$ cat src/rtl/uart_tx_fifo_if.sv
// Host-side word handshake for uart_tx_fifo: producer drives data_in/tx_valid,
// the transmitter answers with tx_ready.
interface uart_tx_fifo_if #(
  parameter int MAX_DATA_WIDTH = 9
) ();
  logic [MAX_DATA_WIDTH-1:0] data_in;
  logic                      tx_valid;
  logic                      tx_ready;

  modport master (output data_in, output tx_valid, input tx_ready);
  modport slave  (input data_in, input tx_valid, output tx_ready);
endinterface

$ cat src/rtl/uart_tx_fifo.sv
// UART transmitter with an input FIFO and per-frame configuration latched at pop.
// Define UART_TX_BREAK_EN to add the break_req port and BREAK state.
module uart_tx_fifo #(
  parameter int MAX_DATA_WIDTH = 9,
  parameter int OVERSAMPLING   = 16,
  parameter int FIFO_DEPTH     = 4,
  parameter int DIV_WIDTH      = 16
) (
  input  logic                            clk,
  input  logic                            reset,
  uart_tx_fifo_if.slave                   host,
  output logic                            tx,
  input  logic [3:0]                      cfg_data_bits,
  input  logic                            cfg_parity_en,
  input  logic                            cfg_parity_type,
  input  logic                            cfg_stop2,
  input  logic [DIV_WIDTH-1:0]            cfg_baud_div,
  output logic                            busy,
  output logic [$clog2(FIFO_DEPTH+1)-1:0] fifo_count
`ifdef UART_TX_BREAK_EN
  ,
  input  logic                            break_req
`endif
);
  localparam int AW  = $clog2(FIFO_DEPTH);
  localparam int CW  = $clog2(FIFO_DEPTH + 1);
  localparam int OSW = (OVERSAMPLING > 1) ? $clog2(OVERSAMPLING) : 1;
  localparam logic [OSW-1:0] OS_LAST  = OSW'(OVERSAMPLING - 1);
  localparam logic [CW-1:0]  CNT_FULL = CW'(FIFO_DEPTH);
  localparam logic [3:0]     MAX_BITS = 4'(MAX_DATA_WIDTH);

  typedef enum logic [2:0] {
    ST_IDLE   = 3'd0,
    ST_START  = 3'd1,
    ST_DATA   = 3'd2,
    ST_PARITY = 3'd3,
    ST_STOP   = 3'd4
`ifdef UART_TX_BREAK_EN
    ,
    ST_BREAK  = 3'd5
`endif
  } state_t;

  function automatic logic [3:0] eff_bits(input logic [3:0] req);
    if (req < 4'd5) begin
      eff_bits = 4'd5;
    end else if (req > MAX_BITS) begin
      eff_bits = MAX_BITS;
    end else begin
      eff_bits = req;
    end
  endfunction

  function automatic logic [MAX_DATA_WIDTH-1:0] mask_data(input logic [MAX_DATA_WIDTH-1:0] d,
                                                          input logic [3:0] n);
    for (int i = 0; i < MAX_DATA_WIDTH; i++) begin
      mask_data[i] = (i < int'(n)) ? d[i] : 1'b0;
    end
  endfunction

  function automatic logic parity_bit(input logic [MAX_DATA_WIDTH-1:0] d, input logic odd);
    parity_bit = odd ? ~^d : ^d;
  endfunction

  logic [MAX_DATA_WIDTH-1:0] mem_r [FIFO_DEPTH];
  logic [AW-1:0]             wr_ptr_r;
  logic [AW-1:0]             rd_ptr_r;
  logic [CW-1:0]             count_r;
  logic                      push_s;
  logic                      pop_s;
  logic                      brk_s;
  logic                      fifo_nempty_s;
  logic [3:0]                head_bits_s;
  logic [MAX_DATA_WIDTH-1:0] head_masked_s;

  state_t                    state_r;
  logic                      tx_r;
  logic                      busy_r;
  logic [MAX_DATA_WIDTH-1:0] shift_r;
  logic [3:0]                nbits_r;
  logic [3:0]                bit_idx_r;
  logic                      par_en_r;
  logic                      par_r;
  logic                      stop2_r;
  logic                      stop_idx_r;
  logic [DIV_WIDTH-1:0]      baud_div_r;
  logic [DIV_WIDTH-1:0]      div_cnt_r;
  logic [OSW-1:0]            tick_cnt_r;
  logic                      tick_s;
  logic                      bit_end_s;
  logic                      last_stop_s;

  assign fifo_nempty_s  = (count_r != {CW{1'b0}});
  assign host.tx_ready  = (count_r != CNT_FULL) && !reset;
  assign push_s         = host.tx_valid && host.tx_ready;
  assign head_bits_s    = eff_bits(cfg_data_bits);
  assign head_masked_s  = mask_data(mem_r[rd_ptr_r], head_bits_s);
  assign tick_s         = (div_cnt_r == baud_div_r);
  assign bit_end_s      = tick_s && (tick_cnt_r == OS_LAST);
  assign last_stop_s    = !stop2_r || stop_idx_r;
  assign tx             = tx_r;
  assign busy           = busy_r;
  assign fifo_count     = count_r;

`ifdef UART_TX_BREAK_EN
  logic       brk_enter_s;
  logic       brk_mark_r;
  logic [4:0] brk_bits_r;
  logic [4:0] brk_next_s;
  logic [4:0] frame_bits_r;
  logic [4:0] frame_bits_s;

  assign brk_s        = break_req;
  assign brk_next_s   = brk_bits_r + 5'd1;
  assign frame_bits_s = 5'd1 + {1'b0, head_bits_s} + {4'b0000, cfg_parity_en}
                        + (cfg_stop2 ? 5'd2 : 5'd1);
  // Break wins over a pop wherever a pop could happen
  assign brk_enter_s  = !reset && brk_s &&
                        ((state_r == ST_IDLE) ||
                         ((state_r == ST_STOP) && bit_end_s && last_stop_s));
`else
  assign brk_s = 1'b0;
`endif

  // Pop decision: from IDLE, or on the final cycle of the last stop bit
  always_comb begin
    pop_s = 1'b0;
    if (reset || brk_s || !fifo_nempty_s) begin
      pop_s = 1'b0;
    end else if (state_r == ST_IDLE) begin
      pop_s = 1'b1;
    end else if (state_r == ST_STOP) begin
      pop_s = bit_end_s && last_stop_s;
    end else begin
      pop_s = 1'b0;
    end
  end

  // FIFO storage; flushing is done through the pointers
  always_ff @(posedge clk) begin
    if (push_s) begin
      mem_r[wr_ptr_r] <= host.data_in;
    end
  end

  // FIFO pointers and occupancy
  always_ff @(posedge clk) begin
    if (reset) begin
      wr_ptr_r <= {AW{1'b0}};
      rd_ptr_r <= {AW{1'b0}};
      count_r  <= {CW{1'b0}};
    end else begin
      if (push_s) begin
        wr_ptr_r <= wr_ptr_r + AW'(1);
      end
      if (pop_s) begin
        rd_ptr_r <= rd_ptr_r + AW'(1);
      end
      case ({push_s, pop_s})
        2'b10:   count_r <= count_r + CW'(1);
        2'b01:   count_r <= count_r - CW'(1);
        default: count_r <= count_r;
      endcase
    end
  end

  // Frame sequencer: state, latched frame settings, bit timing, registered tx/busy
  always_ff @(posedge clk) begin
    if (reset) begin
      state_r    <= ST_IDLE;
      tx_r       <= 1'b1;
      busy_r     <= 1'b0;
      shift_r    <= {MAX_DATA_WIDTH{1'b0}};
      nbits_r    <= 4'd5;
      bit_idx_r  <= 4'd0;
      par_en_r   <= 1'b0;
      par_r      <= 1'b0;
      stop2_r    <= 1'b0;
      stop_idx_r <= 1'b0;
      baud_div_r <= {DIV_WIDTH{1'b0}};
      div_cnt_r  <= {DIV_WIDTH{1'b0}};
      tick_cnt_r <= {OSW{1'b0}};
`ifdef UART_TX_BREAK_EN
      brk_mark_r   <= 1'b0;
      brk_bits_r   <= 5'd0;
      frame_bits_r <= 5'd0;
`endif
    end else begin
      busy_r <= (state_r != ST_IDLE) || fifo_nempty_s;

      if (state_r == ST_IDLE) begin
        div_cnt_r  <= {DIV_WIDTH{1'b0}};
        tick_cnt_r <= {OSW{1'b0}};
      end else if (tick_s) begin
        div_cnt_r  <= {DIV_WIDTH{1'b0}};
        tick_cnt_r <= (tick_cnt_r == OS_LAST) ? {OSW{1'b0}} : tick_cnt_r + OSW'(1);
      end else begin
        div_cnt_r  <= div_cnt_r + DIV_WIDTH'(1);
      end

      // tx follows the state one cycle later, so every bit keeps its full length
      case (state_r)
        ST_IDLE: begin
          tx_r <= 1'b1;
        end
        ST_START: begin
          tx_r <= 1'b0;
          if (bit_end_s) begin
            state_r <= ST_DATA;
          end
        end
        ST_DATA: begin
          tx_r <= shift_r[0];
          if (bit_end_s) begin
            shift_r <= {1'b0, shift_r[MAX_DATA_WIDTH-1:1]};
            if (bit_idx_r == nbits_r - 4'd1) begin
              bit_idx_r <= 4'd0;
              state_r   <= par_en_r ? ST_PARITY : ST_STOP;
            end else begin
              bit_idx_r <= bit_idx_r + 4'd1;
            end
          end
        end
        ST_PARITY: begin
          tx_r <= par_r;
          if (bit_end_s) begin
            state_r <= ST_STOP;
          end
        end
        ST_STOP: begin
          tx_r <= 1'b1;
          if (bit_end_s) begin
            if (last_stop_s) begin
              state_r <= ST_IDLE;
            end else begin
              stop_idx_r <= 1'b1;
            end
          end
        end
`ifdef UART_TX_BREAK_EN
        ST_BREAK: begin
          tx_r <= brk_mark_r;
          if (brk_mark_r) begin
            if (bit_end_s) begin
              state_r <= ST_IDLE;
            end
          end else begin
            if (bit_end_s && (brk_bits_r != 5'h1f)) begin
              brk_bits_r <= brk_next_s;
            end
            if (!brk_s && ((bit_end_s && (brk_next_s >= frame_bits_r)) ||
                           (brk_bits_r >= frame_bits_r))) begin
              brk_mark_r <= 1'b1;
              div_cnt_r  <= {DIV_WIDTH{1'b0}};
              tick_cnt_r <= {OSW{1'b0}};
            end
          end
        end
`endif
        default: begin
          state_r <= ST_IDLE;
          tx_r    <= 1'b1;
        end
      endcase

      if (pop_s) begin
        state_r    <= ST_START;
        shift_r    <= head_masked_s;
        nbits_r    <= head_bits_s;
        par_en_r   <= cfg_parity_en;
        par_r      <= parity_bit(head_masked_s, cfg_parity_type);
        stop2_r    <= cfg_stop2;
        baud_div_r <= cfg_baud_div;
        div_cnt_r  <= {DIV_WIDTH{1'b0}};
        tick_cnt_r <= {OSW{1'b0}};
        bit_idx_r  <= 4'd0;
        stop_idx_r <= 1'b0;
      end
`ifdef UART_TX_BREAK_EN
      if (brk_enter_s) begin
        state_r      <= ST_BREAK;
        brk_mark_r   <= 1'b0;
        brk_bits_r   <= 5'd0;
        frame_bits_r <= frame_bits_s;
        baud_div_r   <= cfg_baud_div;
        div_cnt_r    <= {DIV_WIDTH{1'b0}};
        tick_cnt_r   <= {OSW{1'b0}};
      end
`endif
    end
  end
endmodule

$ cat src/flat_wrapper.sv
// flat-port wrapper written by rule: the top's interface ports become plain ports
module uart_tx_fifo_flat 
#(
  parameter int MAX_DATA_WIDTH = 9,
  parameter int OVERSAMPLING   = 16,
  parameter int FIFO_DEPTH     = 4,
  parameter int DIV_WIDTH      = 16
)
  (clk, reset, tx, cfg_data_bits, cfg_parity_en, cfg_parity_type, cfg_stop2, cfg_baud_div, busy, fifo_count, host_data_in, host_tx_valid, host_tx_ready);
  uart_tx_fifo_if #(.MAX_DATA_WIDTH(MAX_DATA_WIDTH)) host_i ();
  input  logic clk;
  input  logic reset;
  output logic tx;
  input  logic [3:0] cfg_data_bits;
  input  logic cfg_parity_en;
  input  logic cfg_parity_type;
  input  logic cfg_stop2;
  input  logic [DIV_WIDTH-1:0] cfg_baud_div;
  output logic busy;
  output logic [$clog2(FIFO_DEPTH+1)-1:0] fifo_count;
  input wire logic [$bits(host_i.data_in)-1:0] host_data_in;
  input wire logic [$bits(host_i.tx_valid)-1:0] host_tx_valid;
  output wire logic [$bits(host_i.tx_ready)-1:0] host_tx_ready;
  assign host_i.data_in = host_data_in;
  assign host_i.tx_valid = host_tx_valid;
  assign host_tx_ready = host_i.tx_ready;
  uart_tx_fifo #(.MAX_DATA_WIDTH(MAX_DATA_WIDTH), .OVERSAMPLING(OVERSAMPLING), .FIFO_DEPTH(FIFO_DEPTH), .DIV_WIDTH(DIV_WIDTH)) u_core (.clk(clk), .reset(reset), .host(host_i), .tx(tx), .cfg_data_bits(cfg_data_bits), .cfg_parity_en(cfg_parity_en), .cfg_parity_type(cfg_parity_type), .cfg_stop2(cfg_stop2), .cfg_baud_div(cfg_baud_div), .busy(busy), .fifo_count(fifo_count));
endmodule
$ cat config.mk
export PLATFORM = sky130hd
export DESIGN_NAME = uart_tx_fifo_flat
export DESIGN_NICKNAME = d
export VERILOG_FILES = /design/src/rtl/uart_tx_fifo_if.sv /design/src/rtl/uart_tx_fifo.sv /design/src/flat_wrapper.sv
export SDC_FILE = /design/constraint.sdc
export NUM_CORES = 1
export LEC_CHECK = 0
export CORE_ASPECT_RATIO = 0.9
export CORE_MARGIN = 10
export CORE_UTILIZATION = 56
export CTS_CLUSTER_SIZE = 8
export DETAILED_ROUTE_END_ITERATION = 7
export DONT_BUFFER_PORTS = 1
export GPL_TIMING_DRIVEN = 0
export PLACE_DENSITY = 0.71
export SLEW_MARGIN = 20
export SYNTH_ARGS = -nofsm -noshare
export SYNTH_HDL_FRONTEND = slang
export SYNTH_SLANG_ARGS = --single-unit
export TNS_END_PERCENT = 50
$ cat constraint.sdc
create_clock -name clk -period 4.5 [get_ports clk]
set_input_delay 1.35 -clock clk [delete_from_list [all_inputs] [get_ports clk]]
set_output_delay 1.35 -clock clk [all_outputs]
set_load 0.05 [all_outputs]
==> flow_metrics.tcl, run 1 <==
set metrics [dict create \
    grt_util_all_layers 0.1512 \
    drive_above_1_share 0.08028 \
    root_buffer "clkbuf_8" \
    hold_viol 0 \
    post_cts_buffers 0 \
    slew_violations 0 \
    cts.sinks 107 \
    critical_path_arrival_ns 4.01 \
    r2r_cells 13 \
    routed_wl_mm 8.951 \
    syn_nets 464 \
    grt_pass1_wl_mm 14.87 \
    synth_seq_area_share 0.5355 \
    worstPathRequired_ns 4.80 \
    numCtsBuffers 9 \
    rsz0062_at_grt "false" \
    ant_nets 0 \
    ir_drop_mv 0.2861 \
    io_pins 41 \
    clk_pin_slew_ns 0.11 \
    ys_ff_latch 107 \
    diodes 0 \
    synth_area_mm2 0.004673 \
    grt-ovfl-total 0 \
    status "complete, no violations" \
    synthArstFlopShare 0 \
    period_share 0.8245 \
    crit_chain "xnor2_1 > nand4_1 > nor4_4 > a21oi_1 > buf_2 > buf_2 > nor2_1 > ha_1 > inv_1 > fa_1 > xor2_1 > or3_1 > a21oi_1" \
    syn_avg_cell_area_um2 11.15 \
    ys.flop_type "dfxtp_1" \
    grt_pass1_vias 2884 \
    dr.pass1.iters 5 \
    viasPerCell 5.604 \
    die_w_um 116.3 \
    drc_errors 0 \
    cts-hold-fix-buffers 0 \
    final_cell_count_no_fill 535 \
    clk_latency_ns 0.37 \
    drv_cap 0 \
    h-tree-depth 3 \
    r2r_slack_ns 0.79 \
    r2r-end "u_core.fifo_count[2]" \
    drt_iter0_drc 192 \
    post_cts_resized 0 \
    holdCritStartpoint "u_core.shift_r[8]" \
    fin_crit_ns 3.710 \
    whs_endpoint "u_core.shift_r[8]" \
    worst_slew_pin_slew_ns 0.9911 \
    synth_edf_count 36 \
    core_mm2 0.008107 \
    rr_startpoint "u_core.div_cnt_r[2]" \
    num_vias 2998 \
    std_cell_rows 31 \
    antenna_found_initial 0 \
    die_area_mm2 0.01240 \
    p_per_area_mw_per_mm2 550.2 \
    crit_fanout 10 \
    grt_max_degree 22 \
    place.gp.congestion 0.8566 \
    die_h_um 106.7 \
    cts_buffer_depth 2 \
    fillers 662 \
    cts_tree "done" \
    slowest_stage "nor4_4" \
    fin_skew_ns 0.01508 \
    yosysUniqueCellTypes 42 \
    hold_class "flip-flop to flip-flop" \
    critical_path_class "flip-flop to flip-flop" \
    wl_per_cell_um 16.73 \
    max_freq_mhz 269.5 \
    hold_path_depth 2 \
    end_kind "flip-flop" \
    initial_core_util 0.5765 \
    place_hpwl_mm 6.626 \
    tns_ns 0 \
    cp-start-kind "flip-flop" \
    yosys_warnings 0 \
    syn_to_final_growth_pct 7.229 \
    nets 476 \
    critPathMaxStageDelay_ns 0.67 \
    portBuffers 0 \
    postSynthCellCount 419 \
    slew_headroom 0.3331 \
    finalSetupViolCount 0 \
    power.leakage_nw 1.861 \
    dp_cells 519 \
]
## power breakdown
part	internal (mW)	switching, mW
Clock	0.218	0.347
Combinational	0.404	0.507
Sequential	1.14	0.143
Total	1.76	0.997
## area by class of cell
cell class / instances / area (um2) / share of cell area
buffer: 16 / 65.06 / 0.01298
clock inverter: 7 / 72.57 / 0.01448
clock buffer: 9 / 123.9 / 0.02472
inverter: 13 / 48.80 / 0.009738
sequential: 107 / 2502 / 0.4994
timing repair buffer: 1 / 11.26 / 0.002247
tap: 99 / 123.9 / 0.02472
multi-input combinational: 283 / 2063 / 0.4117
## critical path, delay by kind of cell (launching register included)
family	cells	cell delay, ns
and+or+nand+nor	4	1.28
adders and majority gates	2	0.56
buffers and inverters	3	0.55
AOI/OAI and AO/OA	2	0.45
xor gates and xnor gates	2	0.41
DFF	1	0.38
## flip-flops by register name, summed over array words and instances (netlist names), named ones only
name               flops
u_core.mem_r          36
u_core.busy            1
u_core.state_r         3
u_core.nbits_r         4
u_core.par_r           1
u_core.tx              1
u_core.div_cnt_r      16
u_core.par_en_r        1
u_core.tick_cnt_r      4
u_core.bit_idx_r       4
u_core.baud_div_r     16
u_core.rd_ptr_r        2
u_core.stop2_r         1
u_core.wr_ptr_r        2
u_core.shift_r         9
u_core.fifo_count      3
u_core.stop_idx_r      1
## layer usage
| layer | vias up | track usage | share of wire |
|---|---|---|---|
| met3 | 9 | 0.04905 | 0.094 |
| li1 | 1492 | - | - |
| met4 | 0 | 0.04732 | 0.0084 |
| met5 | - | 0 | 0 |
| met1 | 1415 | 0.2056 | 0.44 |
| met2 | 82 | 0.2229 | 0.46 |
## cell usage in the layout, fill, tap and decap left out, types with 2 or more instances in the layout
cell / instances
inv_8: 2
a22oi_1: 2
o21ai_0: 10
edfxtp_1: 36
and3_1: 12
a211oi_1: 8
ha_1: 9
clkbuf_8: 9
or3b_2: 2
xor2_1: 10
inv_1: 13
mux2i_1: 32
nand3_1: 8
a31oi_1: 2
and2_1: 6
buf_2: 4
nand4_1: 4
nor2b_1: 6
clkinv_4: 2
nand2_1: 17
dfxtp_1: 71
or3_1: 8
a21oi_1: 20
nor3_1: 5
nor2_1: 55
nand2b_1: 5
clkbuf_1: 12
mux4_2: 9
xnor2_1: 36
## worst max-delay path by stage
stage | from | to | cells past startpoint
2_1_floorplan | reset | u_core.fifo_count[2] | 9
3_3_place_gp | reset | u_core.fifo_count[2] | 9
3_5_place_dp | u_core.div_cnt_r[2] | u_core.fifo_count[2] | 13
4_1_cts | u_core.div_cnt_r[2] | u_core.fifo_count[2] | 13
5_1_grt | u_core.div_cnt_r[2] | u_core.fifo_count[2] | 13
6_report | u_core.div_cnt_r[2] | u_core.fifo_count[2] | 13
## Yosys cell counts (10+ instances only)
master	number	area (um2)
dfxtp_1	71	1421
nor2_1	55	206.5
edfxtp_1	36	1081
xnor2_1	36	315.3
mux2i_1	32	320.3
a21oi_1	20	100.1
nand2_1	17	63.81
inv_1	13	48.80
and3_1	12	75.07
clkbuf_1	12	45.04
o21ai_0	10	50.05
xor2_1	10	87.58
## kinds of logic (layout without fill, tap and decap cells)
| kind of cell | after synthesis | in the layout | synth area share |
|---|---|---|---|
| AO/OA/AOI/OAI | 51 | 51 | 0.06640 |
| XOR/XNOR | 46 | 46 | 0.08621 |
| AND/OR/NAND/NOR | 135 | 135 | 0.1473 |
| multiplexers | 41 | 41 | 0.1119 |
| flip-flops | 107 | 107 | 0.5355 |
| adder cells (fa/ha/maj) | 10 | 10 | 0.02838 |
| buffers and inverters | 29 | 46 | 0.02436 |
## stage by stage
step	utilization	cell area (um2)	setup WS (ns)	total power, mW	hold WS (ns)
finish	0.6182	5011	0.7897	2.757	0.4780
global route	0.6182	5011	0.5205	2.948	0.5075
CTS	0.6182	5011	0.7803	2.788	0.4779
detailed placement	0.5939	4815	0.7995	2.222	0.4629
global placement	0.5918	4797	0.4917	2.191	0.4607
floorplan	-	4673	0.8667	2.020	0.4403
Power figures use the tool's default switching activity.
==> inputs of run 2 (changes only) <==
Clock period 4.5 ns to 3.43 ns, I/O delays scaled along.
==> run 2 against run 1 <==
Compared with the run above:
- power is 33% higher
- combinational power is 36% higher
- via count is 0.63% higher
- global-route usage is 0.082 points higher
- routed wire length is 0.92% higher
- cell count is 0.19% higher
- cell area is 0.40% higher
- worst hold slack hardly changed
- clock skew hardly changed
- die area stayed put
- worst setup slack worse by 0.53 ns
- critical path type unchanged
- largest cell class unchanged
==> flow_metrics.tcl, run 2 (synthesis gave the netlist of run 1 again) <==
set metrics [dict create \
    status "complete, no violations" \
    cts-hold-fix-buffers 0 \
    std_cell_rows 31 \
    place_hpwl_mm 6.626 \
    viasPerCell 5.629 \
    clk_latency_ns 0.37 \
    final_cell_count_no_fill 536 \
    final_cell_mix "70 x dfxtp_1, 55 x nor2_1, 36 x xnor2_1, 36 x edfxtp_1, 32 x mux2i_1" \
    grt_util_all_layers 0.1520 \
    die_h_um 106.7 \
    cts.sinks 107 \
    drc_errors 0 \
    pre_cts_slack_ns -0.2705 \
    holdCritStartpoint "u_core.shift_r[8]" \
    drv_cap 0 \
    fillers 656 \
    top_register "u_core.mem_r" \
    r2r_cells 14 \
    slowest_stage "dfxtp_1" \
    worstPathRequired_ns 3.73 \
    grt_pass1_wl_mm 14.95 \
    grt_pass1_vias 2897 \
    tns_ns 0 \
    critical_path_arrival_ns 3.47 \
    period_share 0.9252 \
    diodes 0 \
    cts_buffer_depth 2 \
    initial_core_util 0.5765 \
    crit_fanout 10 \
    swShare 0.3629 \
    reg_top3 "u_core.mem_r: 36 flops, u_core.baud_div_r: 16 flops, u_core.div_cnt_r: 16 flops" \
    hold_viol 0 \
    slew_headroom 0.3534 \
    rr_startpoint "u_core.tick_cnt_r[1]" \
    nets 477 \
    critPathBufInv 3 \
    switchingPower_mw 1.331 \
    worst_slew_pin_slew_ns 0.9610 \
    portBuffers 0 \
    final_common_cell "dfxtp_1" \
    cts_tree "done" \
    core_mm2 0.008107 \
    r2r-end "u_core.fifo_count[2]" \
    r2r_slack_ns 0.26 \
    drt_iter0_drc 180 \
    finalSetupViolCount 0 \
    end_kind "flip-flop" \
    fin_skew_ns 0.01540 \
    critPathMaxStageDelay_ns 0.39 \
    comb_power_share 0.339 \
    antenna_found_initial 0 \
    critPathTopFamily "simple AND/OR/NAND/NOR gates" \
    dr.pass1.iters 4 \
    fin_crit_ns 3.173 \
    routed_wl_mm 9.033 \
    die_w_um 116.3 \
    share_seq_of_total_power 0.459 \
    hold_class "flip-flop to flip-flop" \
    drive_above_1_share 0.09153 \
    path_common_cell "ha_1" \
    slew_violations 0 \
    hold_path_depth 2 \
    whs_endpoint "u_core.shift_r[8]" \
    ir_drop_mv 0.3854 \
    num_vias 3017 \
    largest_register_ffs 36 \
    crit_chain "ha_1 > and3_2 > a21boi_2 > and3b_1 > a21oi_2 > buf_4 > buf_2 > nor2_1 > ha_1 > inv_1 > fa_1 > xor2_1 > or3_1 > a21oi_1" \
    die_area_mm2 0.01240 \
    syn_to_final_growth_pct 7.657 \
    numCtsBuffers 9 \
    cp-start-kind "flip-flop" \
    setup_ws_ns 0.2566 \
    power.leakage_nw 1.869 \
    grt_max_degree 22 \
    root_buffer "clkbuf_8" \
    register_area_mm2 0.002504 \
    ant_nets 0 \
    critical_path_class "flip-flop to flip-flop" \
    grt-ovfl-total 0 \
    h-tree-depth 3 \
    io_pins 41 \
    wl_per_cell_um 16.85 \
    rsz0062_at_grt "false" \
    p_per_area_mw_per_mm2 729.1 \
    max_freq_mhz 315.1 \
    dp_cells 519 \
    p_int_mw 2.337 \
    clk_pin_slew_ns 0.11 \
    multi_input_area_mm2 0.002072 \
    place.gp.congestion 0.8566 \
    clockPowerShare 0.202 \
]
run 2: cell count changes in the layout (fill, tap and decap cells not counted), sizes merged:
cell	previous run	this run
buf	5	6
run 2: metrics by stage:
| step | util | hold slack [ns] | power (mW) | area, um2 |
|---|---|---|---|---|
| floorplan | - | 0.4403 | 2.650 | 4673 |
| global placement | 0.5918 | 0.4607 | 2.875 | 4797 |
| detailed placement | 0.5939 | 0.4629 | 2.915 | 4815 |
| CTS | 0.6191 | 0.4779 | 3.691 | 5019 |
| global route | 0.6206 | 0.5075 | 3.917 | 5031 |
| finish | 0.6206 | 0.4780 | 3.668 | 5031 |
run 2: area by class of cell:
type                            count  area share
Tap cell                           99     0.02462
Multi-Input combinational cell    283      0.4118
Clock inverter                      7     0.01442
Clock buffer                        9     0.02462
Timing Repair Buffer                2    0.003730
Sequential cell                   107      0.4976
Buffer                             16     0.01343
Inverter                           13    0.009699
run 2: routing by layer:
metal / share of wire / vias up / global-route usage
li1: - / 1496 / -
met1: 0.46 / 1448 / 0.2070
met2: 0.45 / 59 / 0.2241
met3: 0.069 / 14 / 0.04905
met4: 0.012 / 0 / 0.04732
met5: 0 / - / 0
run 2: how the worst max path moves through the flow:
stage	depth (start not counted)	to	slack (ns)	start
global route	14	u_core.fifo_count[2]	0.03	u_core.tick_cnt_r[0]
detailed placement	13	u_core.fifo_count[2]	-0.27	u_core.div_cnt_r[2]
global placement	9	u_core.fifo_count[2]	-0.26	reset
floorplan	9	u_core.fifo_count[2]	0.12	reset
CTS	14	u_core.fifo_count[2]	0.03	u_core.tick_cnt_r[0]
finish	14	u_core.fifo_count[2]	0.26	u_core.tick_cnt_r[1]
run 2: tightest hold or removal path: cells and delay by family, from the launching register on:
kind	cells	cell delay (ns)
compound gates	1	0.06
simple gates	1	0.06
flops	1	0.33
run 2: power groups by stage:
stage / Sequential [mW] / Combinational [mW] / Clock (mW)
floorplan: 1.67 / 0.978 / 0
global placement: 1.70 / 1.17 / 0
detailed placement: 1.71 / 1.20 / 0
CTS: 1.68 / 1.24 / 0.766
global route: 1.71 / 1.39 / 0.823
finish: 1.68 / 1.24 / 0.742
run 2: what timing repair did:
item,CTS,global route
gates resized for setup,0,7
endpoints found under the hold margin,0,0
pin swaps,1,0
setup endpoints to repair,2,2
buffers inserted,1,0
